## src/rtl/multicycle_ctrl_pkg.sv

```systemverilog
// Shared state encoding and helpers for the multi-cycle control FSM.
package multicycle_ctrl_pkg;

  localparam logic CTRL_ENABLE  = 1'b1;
  localparam logic CTRL_DISABLE = 1'b0;

  typedef enum logic [2:0] {
    S_IDLE = 3'd0,
    S_IF   = 3'd1,
    S_ID   = 3'd2,
    S_EX   = 3'd3,
    S_MEM  = 3'd4,
    S_WB   = 3'd5,
    S_HALT = 3'd6,
    S_ERR  = 3'd7
  } state_t;

  // The cycle counter runs in every state except the two terminal ones.
  function automatic logic counts_cycles(state_t s);
    return (s != S_HALT) && (s != S_ERR);
  endfunction

  // States in which a memory ack is awaited and the wait timer runs.
  function automatic logic is_wait_state(state_t s);
    return (s == S_IF) || (s == S_MEM);
  endfunction

endpackage

```

## src/rtl/multicycle_ctrl_wait_timer.sv

```systemverilog
// Memory-ack wait timer: counts cycles spent waiting, flags the cycle in
// which the count would reach TIMEOUT without an ack.
module multicycle_ctrl_wait_timer #(
  parameter int TIMEOUT = 255,
  parameter int TO_W    = 8
) (
  input  logic clk,
  input  logic rst,
  input  logic i_clr,
  input  logic i_inc,
  output logic o_expire
);

  localparam logic [TO_W-1:0] LAST = TO_W'(TIMEOUT - 1);

  logic [TO_W-1:0] r_cnt;

  // Wait count: cleared outside a wait or on ack, bumped on each unacked cycle.
  always_ff @(posedge clk or posedge rst) begin
    if (rst)        r_cnt <= '0;
    else if (i_clr) r_cnt <= '0;
    else if (i_inc) r_cnt <= r_cnt + 1'b1;
  end

  // This unacked cycle is the TIMEOUT-th one; an ack in it is handled upstream.
  assign o_expire = i_inc && (r_cnt == LAST);

endmodule

```

## src/rtl/multicycle_ctrl.sv

```systemverilog
// Multi-cycle RV32I control FSM: IF/ID/EX/MEM/WB sequencing, memory
// handshakes with timeout, retired-instruction and cycle counters.
module multicycle_ctrl
  import multicycle_ctrl_pkg::*;
#(
  parameter int TIMEOUT = 255,
  parameter int TO_W    = 8,
  parameter int CNT_W   = 32
) (
  input  logic             clk,
  input  logic             rst,
  output logic             imem_req,
  input  logic             imem_ack,
  output logic             dmem_req,
  output logic             dmem_we,
  input  logic             dmem_ack,
  input  logic             dec_is_load,
  input  logic             dec_is_store,
  input  logic             dec_is_halt,
  input  logic             dec_reg_we,
  input  logic             br_taken,
  output logic             ir_we,
  output logic             rf_we,
  output logic             pc_we,
  output logic             pc_sel,
  output logic [2:0]       state,
  output logic             halted,
  output logic             err,
  output logic [CNT_W-1:0] instret,
  output logic [CNT_W-1:0] cycles
);

  state_t           r_state;
  state_t           w_next;
  logic             r_mem_st;
  logic             r_mem_ld;
  logic [CNT_W-1:0] r_instret;
  logic [CNT_W-1:0] r_cycles;
  logic             w_wait;
  logic             w_ack;
  logic             w_expire;

  // Only the ack belonging to the current wait state counts.
  assign w_wait = is_wait_state(r_state);
  assign w_ack  = ((r_state == S_IF) && imem_ack) || ((r_state == S_MEM) && dmem_ack);

  multicycle_ctrl_wait_timer #(
    .TIMEOUT (TIMEOUT),
    .TO_W    (TO_W)
  ) u_wait (
    .clk      (clk),
    .rst      (rst),
    .i_clr    (!w_wait || w_ack),
    .i_inc    (w_wait && !w_ack),
    .o_expire (w_expire)
  );

  // State register.
  always_ff @(posedge clk or posedge rst) begin
    if (rst) r_state <= S_IDLE;
    else     r_state <= w_next;
  end

  // Next-state logic; an ack always beats a simultaneous timeout.
  always_comb begin
    w_next = r_state;
    case (r_state)
      S_IDLE: w_next = S_IF;
      S_IF: begin
        if (imem_ack)      w_next = S_ID;
        else if (w_expire) w_next = S_ERR;
      end
      S_ID:   w_next = dec_is_halt ? S_HALT : S_EX;
      S_EX:   w_next = (dec_is_store || dec_is_load) ? S_MEM : S_WB;
      S_MEM: begin
        if (dmem_ack)      w_next = r_mem_st ? S_IF : S_WB;
        else if (w_expire) w_next = S_ERR;
      end
      S_WB:   w_next = S_IF;
      default: w_next = r_state;
    endcase
  end

  // Outputs: requests from state, strobes additionally qualified by acks.
  always_comb begin
    imem_req = CTRL_DISABLE;
    dmem_req = CTRL_DISABLE;
    dmem_we  = CTRL_DISABLE;
    ir_we    = CTRL_DISABLE;
    rf_we    = CTRL_DISABLE;
    pc_we    = CTRL_DISABLE;
    pc_sel   = CTRL_DISABLE;
    halted   = CTRL_DISABLE;
    err      = CTRL_DISABLE;
    case (r_state)
      S_IF: begin
        imem_req = CTRL_ENABLE;
        ir_we    = imem_ack;
      end
      S_MEM: begin
        dmem_req = r_mem_st || r_mem_ld;
        dmem_we  = r_mem_st;
        if (dmem_ack && r_mem_st) begin
          pc_we  = CTRL_ENABLE;
          pc_sel = br_taken;
        end
      end
      S_WB: begin
        rf_we  = dec_reg_we;
        pc_we  = CTRL_ENABLE;
        pc_sel = br_taken;
      end
      S_HALT: halted = CTRL_ENABLE;
      S_ERR:  err    = CTRL_ENABLE;
      default: ;
    endcase
  end

  // Latch the memory access type in EX; a store/load conflict resolves to store.
  always_ff @(posedge clk or posedge rst) begin
    if (rst) begin
      r_mem_st <= 1'b0;
      r_mem_ld <= 1'b0;
    end else if (r_state == S_EX) begin
      r_mem_st <= dec_is_store;
      r_mem_ld <= dec_is_load && !dec_is_store;
    end
  end

  // Free-running counters, wrap silently; cycles freeze in terminal states.
  always_ff @(posedge clk or posedge rst) begin
    if (rst) begin
      r_cycles  <= '0;
      r_instret <= '0;
    end else begin
      if (counts_cycles(r_state)) r_cycles  <= r_cycles + 1'b1;
      if (pc_we)                  r_instret <= r_instret + 1'b1;
    end
  end

  assign state   = r_state;
  assign instret = r_instret;
  assign cycles  = r_cycles;

endmodule

```

## config.mk

```make
export PLATFORM = sky130hd
export DESIGN_NAME = multicycle_ctrl
export DESIGN_NICKNAME = d
export VERILOG_FILES = /design/src/rtl/multicycle_ctrl_pkg.sv /design/src/rtl/multicycle_ctrl_wait_timer.sv /design/src/rtl/multicycle_ctrl.sv
export SDC_FILE = /design/constraint.sdc
export NUM_CORES = 1
export LEC_CHECK = 0
export CORE_MARGIN = 5
export CORE_UTILIZATION = 45
export DETAILED_ROUTE_END_ITERATION = 16
export PLACE_DENSITY = 0.76
export RECOVER_POWER = 50
export SLEW_MARGIN = 5
export SYNTH_ARGS = -nofsm -noshare
export SYNTH_HDL_FRONTEND = slang
export SYNTH_HIERARCHICAL = 1
export SYNTH_SLANG_ARGS = --single-unit
```

## constraint.sdc

```tcl
create_clock -name clk -period 2.1 [get_ports clk]
set_clock_uncertainty 0.15 [all_clocks]
set_input_delay 0.315 -clock clk [delete_from_list [all_inputs] [get_ports clk]]
set_output_delay 0.315 -clock clk [all_outputs]
set_load 0.1 [all_outputs]
```

==> impl_metrics.json <==
{
  "synth_top_area_share_pct": 52.2,
  "final-setup-viol-count": 0,
  "grt_pass1_vias": 3044,
  "chipWidth_um": 101,
  "drive_gt1_share_pct": 46.2,
  "grt_max_degree": 40,
  "switching_share_pct": 46.5,
  "cts-root-buf": "clkbuf_8",
  "gr-total-overflow": 0,
  "critPathMaxStageDelay_ps": 510,
  "yosys_warnings": 6,
  "synth_cells": 347,
  "cap_viol_max_count": 0,
  "fin_nets": 484,
  "fill_cells": 659,
  "power_frac_clock_pct": 19.5,
  "status": "completed",
  "period_share_pct": 97.5,
  "comb_power_share_pct": 49.6,
  "crit_required_ps": 2180,
  "path_cells": "or2b_4 -> nor4b_4 -> nand4_4 -> or4_4 -> xnor2_2",
  "design_area_sq_um": 5250,
  "grt-busiest-layer": "met2",
  "ys_ff_latch": 77,
  "cts_hold_buf": 0,
  "synth_area_sq_um": 3690,
  "core_area_sq_um": 8090,
  "rsz0062_at_grt": "yes",
  "clk_pin_slew_ps": 90,
  "antenna_found_initial": 0,
  "portBuffers": 84,
  "grt_pass1_wl_um": 14600,
  "hpwl_um": 6440,
  "end_kind": "flop",
  "slew_headroom_pct": 37.4,
  "worstSetupPathType": "reg -> reg",
  "switching_power_mw": 2.90,
  "clockBufferDepth": 2,
  "total_power_mw": 6.23,
  "die_h_um": 101,
  "synth_cell_types": 45,
  "numCtsBuffers": 9,
  "rows": 33,
  "max_clock_freq_mhz": 488,
  "met3_usage_pct": 4.84,
  "vias": 2965,
  "synth_nets": 360,
  "hold_violations": 0,
  "drtAntennaViolNets": 0,
  "htreeDepth": 3,
  "place.gp.congestion": 0.821,
  "detail_route.wl_per_cell_um": 14.9,
  "cts_sinks": 77,
  "diodes": 0,
  "crit_slowest_cell": "or4_4",
  "yosys-top-cells-area": "dfrtp_1, xnor2_1, xor2_1, nor2_1, nand4_1",
  "dr.pass1.iters": 4,
  "seq_area_frac_synth_pct": 52.2,
  "hold_slack_ps": 283,
  "synth_ff_type": "dfrtp_1",
  "worstMarginPinSlew_ps": 938,
  "viasPerCell": 5.10,
  "track_usage_pct": 17.9,
  "place_area_sq_um": 5050,
  "ir_drop_mv": 0.837,
  "worstSetupStartpointType": "flop",
  "syn_to_final_growth_pct": 42.3,
  "syn_avg_cell_area_sq_um": 10.6,
  "synth_commonest_cells": "dfrtp_1, xnor2_1, nor2_1, nand2_1, xor2_1",
  "die_area_sq_um": 10100,
  "drc_errors": 0,
  "clkLatencyLatePin_ps": 340,
  "use_met1_pct": 23.3,
  "p_per_area_nw_per_um2": 1190,
  "tritoncts": "yes",
  "initial_core_util_pct": 45.6,
  "min_path_type": "in -> async",
  "critical_path_peak_fanout": 4,
  "period_minus_slack_ps": 2050,
  "drt_iter0_drc": 65,
  "async_flop_share_pct": 100,
  "setup_tns_ps": 0,
  "critPathArrivalTime_ps": 2130,
  "synth_edf_count": 0,
  "seq_power_share_pct": 30.9,
  "cellLeakagePower_nw": 2.37,
  "totalWireLength_um": 8640,
  "slew_viol_final": 0,
  "ioPinCount": 85,
  "power.internal_mw": 3.33,
  "use_met2_pct": 29.8,
  "synth_most_common_cell": "dfrtp_1",
  "yosys.area.top_type": "dfrtp_1"
}
## sequential cells by signal (all words and copies together), names as in the netlist
register	count
cycles	32
instret	32
r_mem_ld	1
r_mem_st	1
state	3
u_wait/r_cnt	8
## timing repair
item	CTS	global route
pin swaps	0	6
hold endpoints to repair	0	0
setup endpoints to repair	1	5
setup buffers	0	4
gates resized for setup	1	6
## kinds of logic (layout without fill, tap and decap cells)
group | after synthesis | count (layout) | synth area share (%)
AOI/OAI and AO/OA | 20 | 20 | 3.22
xor gates and xnor gates | 66 | 66 | 15.9
adders and majority gates | 4 | 4 | 1.36
buffers and inverters | 15 | 144 | 1.76
DFF | 77 | 77 | 52.2
muxes | 3 | 3 | 0.915
and+or+nand+nor | 162 | 162 | 24.7
## path summary, 6_finish.rpt
check	cells after the start	slack [ps]	to	start
max	5	50	instret[29]	state[2]
max reg2reg	5	50	instret[29]	state[2]
min in group clk	1	330	cycles[31]	cycles[31]
min	2	280	u_wait/r_cnt[3]	rst
max in group asynchronous	3	500	instret[11]	rst
min reg2reg	1	330	cycles[31]	cycles[31]
## placed cells by master (no fill, tap or decap), drive strengths merged, types with 2 or more instances in the layout
cell type	count
nor4	4
buf	79
and4	5
clkbuf	40
nand3	15
nor3	9
a21oi	5
mux2	3
and3	3
nand2b	4
or3	3
clkinvlp	4
nor2	39
nor3b	3
bufinv	2
o21ai	8
nand4	25
inv	10
and2	6
xor2	23
or2	2
nand2	36
or4	3
a211oi	2
dfrtp	77
clkdlybuf4s50	7
xnor2	43
ha	4
## cell type report
cell class | count | area, sq um | share of cell area, %
clock buffer | 10 | 128 | 2.43
tap | 105 | 131 | 2.50
inverter | 11 | 45.0 | 0.858
timing repair buffer | 117 | 977 | 18.6
multi-input combinational | 255 | 1900 | 36.1
clock inverter | 6 | 87.6 | 1.67
sequential | 77 | 1990 | 37.8
## power groups by stage
stage | Clock [mW] | Combinational, mW | Sequential [mW]
3_3_place_gp | 0 | 3.03 | 1.94
5_1_grt | 1.30 | 3.24 | 1.96
3_5_place_dp | 0 | 3.07 | 1.95
2_1_floorplan | 0 | 1.11 | 2.98
6_report | 1.22 | 3.09 | 1.93
4_1_cts | 1.24 | 3.08 | 1.92
## stage by stage
stage               utilization [%]  instances  worst slack (ps)
floorplan                         -        347              -417
global placement               62.4        561              -133
detailed placement             62.4        561              -154
CTS                            65.1        577              14.5
global route                   64.9        581             -29.4
finish                         64.9        581              51.5
## worst max-delay path: cells and delay by family (launching register included)
kind                      cells  cell delay (ps)
and+or+nand+nor               4             1270
xor gates and xnor gates      1              140
DFF                           1              390
## routing by layer
layer / wire (um) / vias to the layer above
met5: 0 / -
met4: 40 / 0
met2: 4360 / 74
met1: 3710 / 1449
li1: - / 1438
met3: 525 / 4
Power figures use the tool's default switching activity.
